`src/rtl/reloj_bcd.sv`:
```
`default_nettype none
// ============================================================================
// Module   : reloj_bcd
// Purpose  : 24-hour HH:MM BCD clock with RUN/SET modes, drives digit display
// Revision : 1.0 - initial release
// ============================================================================
module reloj_bcd #(
    parameter int TICKS_PER_SEC = 50000000,
    parameter int PRESC_W       = 26
) (
    input  logic        clk,
    input  logic        reset,
    input  logic        en,
    input  logic        set_btn,
    input  logic        inc_hr,
    input  logic        inc_min,
    output logic [15:0] numeros,
    output logic        sec_pulse,
    output logic        modo_set
);

    localparam logic [PRESC_W-1:0] c_presc_max = PRESC_W'(TICKS_PER_SEC - 1);

    typedef enum logic [0:0] {
        ST_RUN = 1'b0,
        ST_SET = 1'b1
    } state_t;

    state_t               r_state;
    logic [PRESC_W-1:0]   r_presc;
    logic [5:0]           r_sec;
    logic [3:0]           r_hr_t, r_hr_u, r_min_t, r_min_u;

    // Button conditioning: bit 0 = set_btn, bit 1 = inc_hr, bit 2 = inc_min
    logic [2:0] r_btn_s1, r_btn_s2, r_btn_prev;
    logic [2:0] w_btn_in, w_btn_pulse;
    logic       w_set_p, w_hr_p, w_min_p;

    assign w_btn_in    = {inc_min, inc_hr, set_btn};
    assign w_btn_pulse = r_btn_s2 & ~r_btn_prev;
    assign w_set_p     = w_btn_pulse[0];
    assign w_hr_p      = w_btn_pulse[1];
    assign w_min_p     = w_btn_pulse[2];

    always_ff @(posedge clk or posedge reset) begin
        if (reset) begin
            r_btn_s1   <= 3'b000;
            r_btn_s2   <= 3'b000;
            r_btn_prev <= 3'b000;
        end else begin
            r_btn_s1   <= w_btn_in;
            r_btn_s2   <= r_btn_s1;
            r_btn_prev <= r_btn_s2;
        end
    end

    // Next-value BCD increments, shared by RUN carries and SET buttons
    logic [3:0] w_min_t_nx, w_min_u_nx, w_hr_t_nx, w_hr_u_nx;
    logic       w_min_carry;

    always_comb begin
        w_min_carry = 1'b0;
        w_min_t_nx  = r_min_t;
        w_min_u_nx  = r_min_u + 4'd1;
        if (r_min_u == 4'd9) begin
            w_min_u_nx = 4'd0;
            if (r_min_t == 4'd5) begin
                w_min_t_nx  = 4'd0;
                w_min_carry = 1'b1;
            end else begin
                w_min_t_nx = r_min_t + 4'd1;
            end
        end
    end

    always_comb begin
        w_hr_t_nx = r_hr_t;
        w_hr_u_nx = r_hr_u + 4'd1;
        if (r_hr_t == 4'd2 && r_hr_u == 4'd3) begin
            w_hr_t_nx = 4'd0;
            w_hr_u_nx = 4'd0;
        end else if (r_hr_u == 4'd9) begin
            w_hr_t_nx = r_hr_t + 4'd1;
            w_hr_u_nx = 4'd0;
        end
    end

    always_ff @(posedge clk or posedge reset) begin
        if (reset) begin
            r_state   <= ST_RUN;
            modo_set  <= 1'b0;
            r_presc   <= '0;
            r_sec     <= 6'd0;
            r_hr_t    <= 4'd0;
            r_hr_u    <= 4'd0;
            r_min_t   <= 4'd0;
            r_min_u   <= 4'd0;
            sec_pulse <= 1'b0;
        end else begin
            sec_pulse <= 1'b0;
            if (w_set_p) begin
                r_state  <= (r_state == ST_RUN) ? ST_SET : ST_RUN;
                modo_set <= (r_state == ST_RUN);
            end
            if (r_state == ST_SET) begin
                // Minutes wrap without carrying into hours while setting
                if (w_min_p) begin
                    r_min_t <= w_min_t_nx;
                    r_min_u <= w_min_u_nx;
                end
                if (w_hr_p) begin
                    r_hr_t <= w_hr_t_nx;
                    r_hr_u <= w_hr_u_nx;
                end
                if (w_set_p) begin
                    r_sec   <= 6'd0;
                    r_presc <= '0;
                end
            end else if (en) begin
                if (r_presc == c_presc_max) begin
                    r_presc   <= '0;
                    sec_pulse <= 1'b1;
                    if (r_sec == 6'd59) begin
                        r_sec   <= 6'd0;
                        r_min_t <= w_min_t_nx;
                        r_min_u <= w_min_u_nx;
                        if (w_min_carry) begin
                            r_hr_t <= w_hr_t_nx;
                            r_hr_u <= w_hr_u_nx;
                        end
                    end else begin
                        r_sec <= r_sec + 6'd1;
                    end
                end else begin
                    r_presc <= r_presc + 1'b1;
                end
            end
        end
    end

    assign numeros = {r_min_u, r_min_t, r_hr_u, r_hr_t};

endmodule
`default_nettype wire

```
`config.mk`:
```
export PLATFORM = sky130hd
export DESIGN_NAME = reloj_bcd
export DESIGN_NICKNAME = d
export VERILOG_FILES = /design/src/rtl/reloj_bcd.sv
export SDC_FILE = /design/constraint.sdc
export NUM_CORES = 1
export LEC_CHECK = 0
export CAP_MARGIN = 10
export CORE_MARGIN = 2
export CORE_UTILIZATION = 54
export DETAILED_ROUTE_END_ITERATION = 8
export PLACE_DENSITY = 0.79
export SYNTH_ARGS = -nofsm -noshare
export SYNTH_HDL_FRONTEND = slang
export SYNTH_SLANG_ARGS = --single-unit
```
`constraint.sdc`:
```
create_clock -name clk -period 3.3 [get_ports clk]
set_input_delay 0.66 -clock clk [delete_from_list [all_inputs] [get_ports clk]]
set_output_delay 0.66 -clock clk [all_outputs]
set_load 0.01 [all_outputs]
```
# Yosys cells after proc, flatten, opt, wreduce, memory -nomap -nowiden
# Index checks and enable logic that the tools add are counted.
# W data, S select, Z words.
[word_totals] regBits=60
[op_classes] add_sub_neg=6 eq_ne=10 n_mux=44 bitwise_logic=3 reduce_logical=9
[op_table] operator="$mux W4" count=29
[op_table] operator="$mux W26" count=4
[op_table] operator="$mux W6" count=5
[op_table] operator="$add A26 B1 Y26 const B" count=1
[op_table] operator="$eq A26 B26 Y1 const B" count=1
[op_table] operator="$add A4 B1 Y4 const B" count=4
[op_table] operator="$eq A4 B2 Y1 const B" count=2
[op_table] operator="$eq A4 B4 Y1 const B" count=2
[op_table] operator="$reduce_bool A2 Y1" count=4
[op_table] operator="$add A6 B1 Y6 const B" count=1
[op_table] operator="$eq A6 B6 Y1 const B" count=1
[op_table] operator="$mux W1" count=6
[op_table] operator="$ne A2 B1 Y1 const B" count=3
[op_table] operator="$reduce_and A5 Y1" count=1
[op_table] operator="$eq A4 B3 Y1 const B" count=1
[op_table] operator="$reduce_and A4 Y1" count=1
[op_table] operator="$and A3 B3 Y3" count=1
[op_table] operator="$not A3 Y3" count=1
[op_table] operator="$reduce_and A3 Y1" count=1
[op_table] operator="$reduce_and A2 Y1" count=1
[op_table] operator="$logic_and A1 B1 Y1" count=1
[op_table] operator="$not A1 Y1" count=1

# Longest topological paths before layout
[logic_depth] word_depth=8 mapped_depth=8 mapped_depth_nobuf=7

# Least setup slack after synthesis
# No wires, ideal clock.
[synth_timing] path_kind="in2reg" startpoint="input en" endpoint="register r_hr_t[0]" arrival_ns=1.971 t_required_ns=3.172 slack_ns=1.201 path_stages=5 path_buffers=0 path_cell_list="nand2b_4 -> or3_4 -> a222oi_1 -> nand2_1 -> mux2_1"
[synth_between] elab_chain_cells=2
[synth_rtl] element="from (decl)" line_no="13" text="input logic en,"
[synth_rtl] element="$reduce_bool A2 Y1 (no source line)"
[synth_rtl] element="$reduce_and A5 Y1 (no source line)"
[synth_rtl] element="to (signal assigned)" line_no="112" text="r_hr_t <= w_hr_t_nx;"
[synth_rtl] element="to (signal assigned)" line_no="128" text="r_hr_t <= w_hr_t_nx;"
[synth_rtl] element="to (decl)" line_no="32" text="logic [3:0] r_hr_t, r_hr_u, r_min_t, r_min_u;"
# No other way between the ends.
# A chain may end at the register's enable or synchronous reset.

# Final worst setup path
[layout_timing] startpoint="input en" endpoint="register r_min_t[1]"
[layout_between] elab_chain_cells=2
[layout_rtl] element="$reduce_bool A2 Y1 (no source line)"
[layout_rtl] element="$reduce_and A4 Y1 (no source line)"
[layout_rtl] element="to (signal assigned)" line_no="108" text="r_min_t <= w_min_t_nx;"
[layout_rtl] element="to (signal assigned)" line_no="125" text="r_min_t <= w_min_t_nx;"
[layout_rtl] element="to (decl)" line_no="32"
# No other way between the ends.

==> summary.md <==
| Metric | Value |
|---|---|
| Postcts setup bufs | `0` |
| # IOs | `24` |
| Overall power | `2.40 mW` |
| Post-DRT Antenna Nets | `0` |
| Root buf cell | `clkbuf_8` |
| Skew final | `0.0109 ns` |
| Final count of hold timing violations | `0` |
| Clk buf depth | `2` |
| Syn Inst Count | `313` |
| Layout cells sized above 1 | `0.0888` |
| Combinational family with the most area after synthesis | `simple AND/OR/NAND/NOR gates` |
| Switching power total | `781 uW` |
| Sequential area share after synthesis | `0.481` |
| H-tree depth | `3` |
| Crit path largest cell delay | `0.55 ns` |
| Post-layout util | `0.655` |
| # port buffers | `23` |
| Post-place setup slack | `0.400 ns` |
| Worst-Margin Slew | `0.759 ns` |
| Fmax | `391 MHz` |
| Compound-cell area share of the yosys netlist | `0.0958` |
| CTS buffer count | `9` |
| Hold slack | `0.354 ns` |
| Worst EP required | `3.52 ns` |
| RePlAce Congestion | `0.886` |
| Synthesized cell area | `3070 um2` |
| Synthesis Warnings | `0` |
| Most frequent cells in the layout | `dfrtp_1, nor2_1, clkdlybuf4s50_1` |
| Core footprint | `5510 um2` |
| Worst Path Arrival | `2.78 ns` |
| Synth Area in Adders | `0.0245` |
| Total grt overflow | `0` |
| Clock Latency Late Sink | `0.34 ns` |
| Max-slew violations | `0` |
| Pre-antenna DRT Iters | `4` |
| Final WS setup | `0.740 ns` |
| Syn Nets | `325` |
| Crit path buf inv count | `1` |
| Setup TNS | `0 ns` |
| Placed cell area | `3380 um2` |
| Status | `finished, final reports clean` |
| DRC | `0` |
| Dpl cells | `405` |
| # resized after CTS | `0` |
| Initial Util | `0.557` |
| Sink Count | `59` |
| Final WL | `6380 um` |
| Die ar. | `6300 um2` |
| P&R area growth vs syn | `17.6%` |
| Pwr/cell area | `666 nW/um2` |
| Crit path time final | `2.56 ns` |
| Static Leakage | `1.50 nW` |
| Vias per cell | `5.73` |
| Clock power share | `0.313` |
| Clock tree from TritonCTS | `yes` |
| Most common cell after layout, fill and taps aside | `dfrtp_1` |
| Seq cells post-synth | `59` |
| Antenna diodes | `0` |
| Slowest CP cell | `clkdlybuf4s50_1` |
| Routed WL per cell | `15.2 um` |
| Max-cap violations | `0` |
| XOR/XNOR Fraction of Synth Area | `0.0771` |
| Sequential power share | `0.423` |
| Total GRT Usage | `0.227` |
| Row Count | `27` |
| Largest delay contributor family on the critical path | `simple AND/OR/NAND/NOR gates` |
| Maximum fanout along the worst path | `7` |
| Final period util | `0.776` |
| Crit end category | `register` |
| Die Y | `79.4 um` |
| Peak supply drop | `0.463 mV` |
| Internal power | `1.62 mW` |
| Worst-path cell chain | `clkdlybuf4s50_1, nand2b_4, or3_4, nor4_2, o21ba_2, mux2_2` |
| Simple logic cell fraction of the synthesized area | `0.257` |
| RSZ-0062 raised after global routing | `false` |
| Setup CP Type | `in2reg` |
| FFs w/ async S/R, synth | `1.00` |
| Startpoint Class | `input pin` |
| Final Cell Area | `3610 um2` |
| Slew headroom | `0.491` |
| Switching Fraction | `0.325` |
| Ys flop type | `dfrtp_1` |
| Initial antenna violation count | `0` |
| Worst hold path class | `reg2reg` |
| Hold buffer count at CTS | `0` |
| Synth cell types | `49` |
| Via count | `2,414` |
| Clock transition at the registers of the reported paths | `0.07 ns` |
| Setup-failing EPs final | `0` |
| Avg Cell Area, Syn | `9.80 um2` |
| First-pass GRT wire length | `11,000 um` |
| DP HPWL | `4520 um` |
| Final nets | `356` |
| Die width | `79.4 um` |
| Number of global-route vias before repair | `2,422` |
| Initial DRC count | `205` |
| Mux contribution to synthesized area | `0.0326` |
| Post-route insts no fill | `421` |
| Comb pwr share | `0.264` |
| Post-synth EDFFs | `0` |
| Largest net degree at the start of global routing | `37` |
[cells in the mapped netlist, types with 3 or more instances]
| cell | count | area (um2) |
|---|---|---|
| nor3_1 | 5 | 25.0 |
| dfrtp_1 | 59 | 1480 |
| xor2_1 | 9 | 78.8 |
| and4_1 | 5 | 43.8 |
| nor3b_1 | 4 | 30.0 |
| and2_1 | 3 | 18.8 |
| nor2b_1 | 5 | 31.3 |
| o211ai_1 | 4 | 30.0 |
| nor4_1 | 3 | 18.8 |
| inv_1 | 18 | 67.6 |
| nand2b_1 | 3 | 18.8 |
| xnor2_1 | 18 | 158 |
| nand2_1 | 21 | 78.8 |
| a21oi_1 | 6 | 30.0 |
| and3_1 | 7 | 43.8 |
| nand3_1 | 18 | 90.1 |
| clkbuf_1 | 3 | 11.3 |
| nor2_1 | 43 | 161 |
| o21ai_0 | 12 | 60.1 |
| mux2_2 | 3 | 33.8 |
| ha_1 | 6 | 75.1 |
| nand4_1 | 12 | 75.1 |
| nor4_2 | 4 | 50.1 |
| mux2_1 | 5 | 56.3 |
| nand3b_1 | 4 | 30.0 |
| or3_1 | 3 | 18.8 |
[sequential cells by signal (all words and copies together) (netlist names)]
| name | cells |
|---|---|
| r_presc | 26 |
| r_sec | 6 |
| r_hr_t | 4 |
| r_hr_u | 4 |
| r_min_t | 4 |
| r_min_u | 4 |
| r_btn_prev | 3 |
| r_btn_s1 | 3 |
| r_btn_s2 | 3 |
| modo_set | 1 |
| sec_pulse | 1 |
[final timing paths]
check	from	endpoint	slack (ns)	cells past startpoint
min	r_btn_s1[1]	r_btn_s2[1]	0.35	0
max in group asynchronous	reset	r_presc[9]	2.22	3
min reg2reg	r_btn_s1[1]	r_btn_s2[1]	0.35	0
max	en	r_min_t[1]	0.74	6
min in group asynchronous	reset	r_hr_t[2]	0.68	3
max reg2reg	r_presc[0]	r_presc[9]	0.87	7
[power groups by stage]
stage               Clock [mW]  Sequential, mW  Combinational [mW]
finish                   0.752            1.02               0.634
global route             0.802            1.04               0.708
CTS                      0.765            1.01               0.640
detailed placement           0            1.03               0.638
global placement             0            1.02               0.617
floorplan                    0            1.00               0.400
[per-layer routing]
layer | vias to the layer above | routed length, um | track usage
met5 | - | 0 | 0
met4 | 0 | 29 | 0.0931
met3 | 4 | 241 | 0.0554
met2 | 41 | 3070 | 0.359
met1 | 1194 | 3040 | 0.300
li1 | 1175 | - | -
[worst reg2reg max path: stages, from the launching register on]
cell,delay (ns)
dfrtp_1,0.41
ha_1,0.21
and4_1,0.26
nand4_1,0.21
o21ai_2,0.46
and2_1,0.37
buf_4,0.30
nor2_1,0.09
[cell type report]
type | instances | area (um2)
clock buffers | 12 | 155
clock inverters | 4 | 72.6
fillers | 434 | 1900
inverters | 18 | 67.6
multi-input cells | 230 | 1490
flip-flops and latches | 59 | 1480
well taps | 72 | 90.1
repair buffers | 26 | 253
[logic make-up after synthesis]
logic type	after synthesis
and+or+nand+nor	145
xor gates and xnor gates	27
DFF	59
AOI/OAI and AO/OA	43
buffers and inverters	24
adders and majority gates	6
muxes	9
Note: power is estimated with default switching activity, not from simulation.
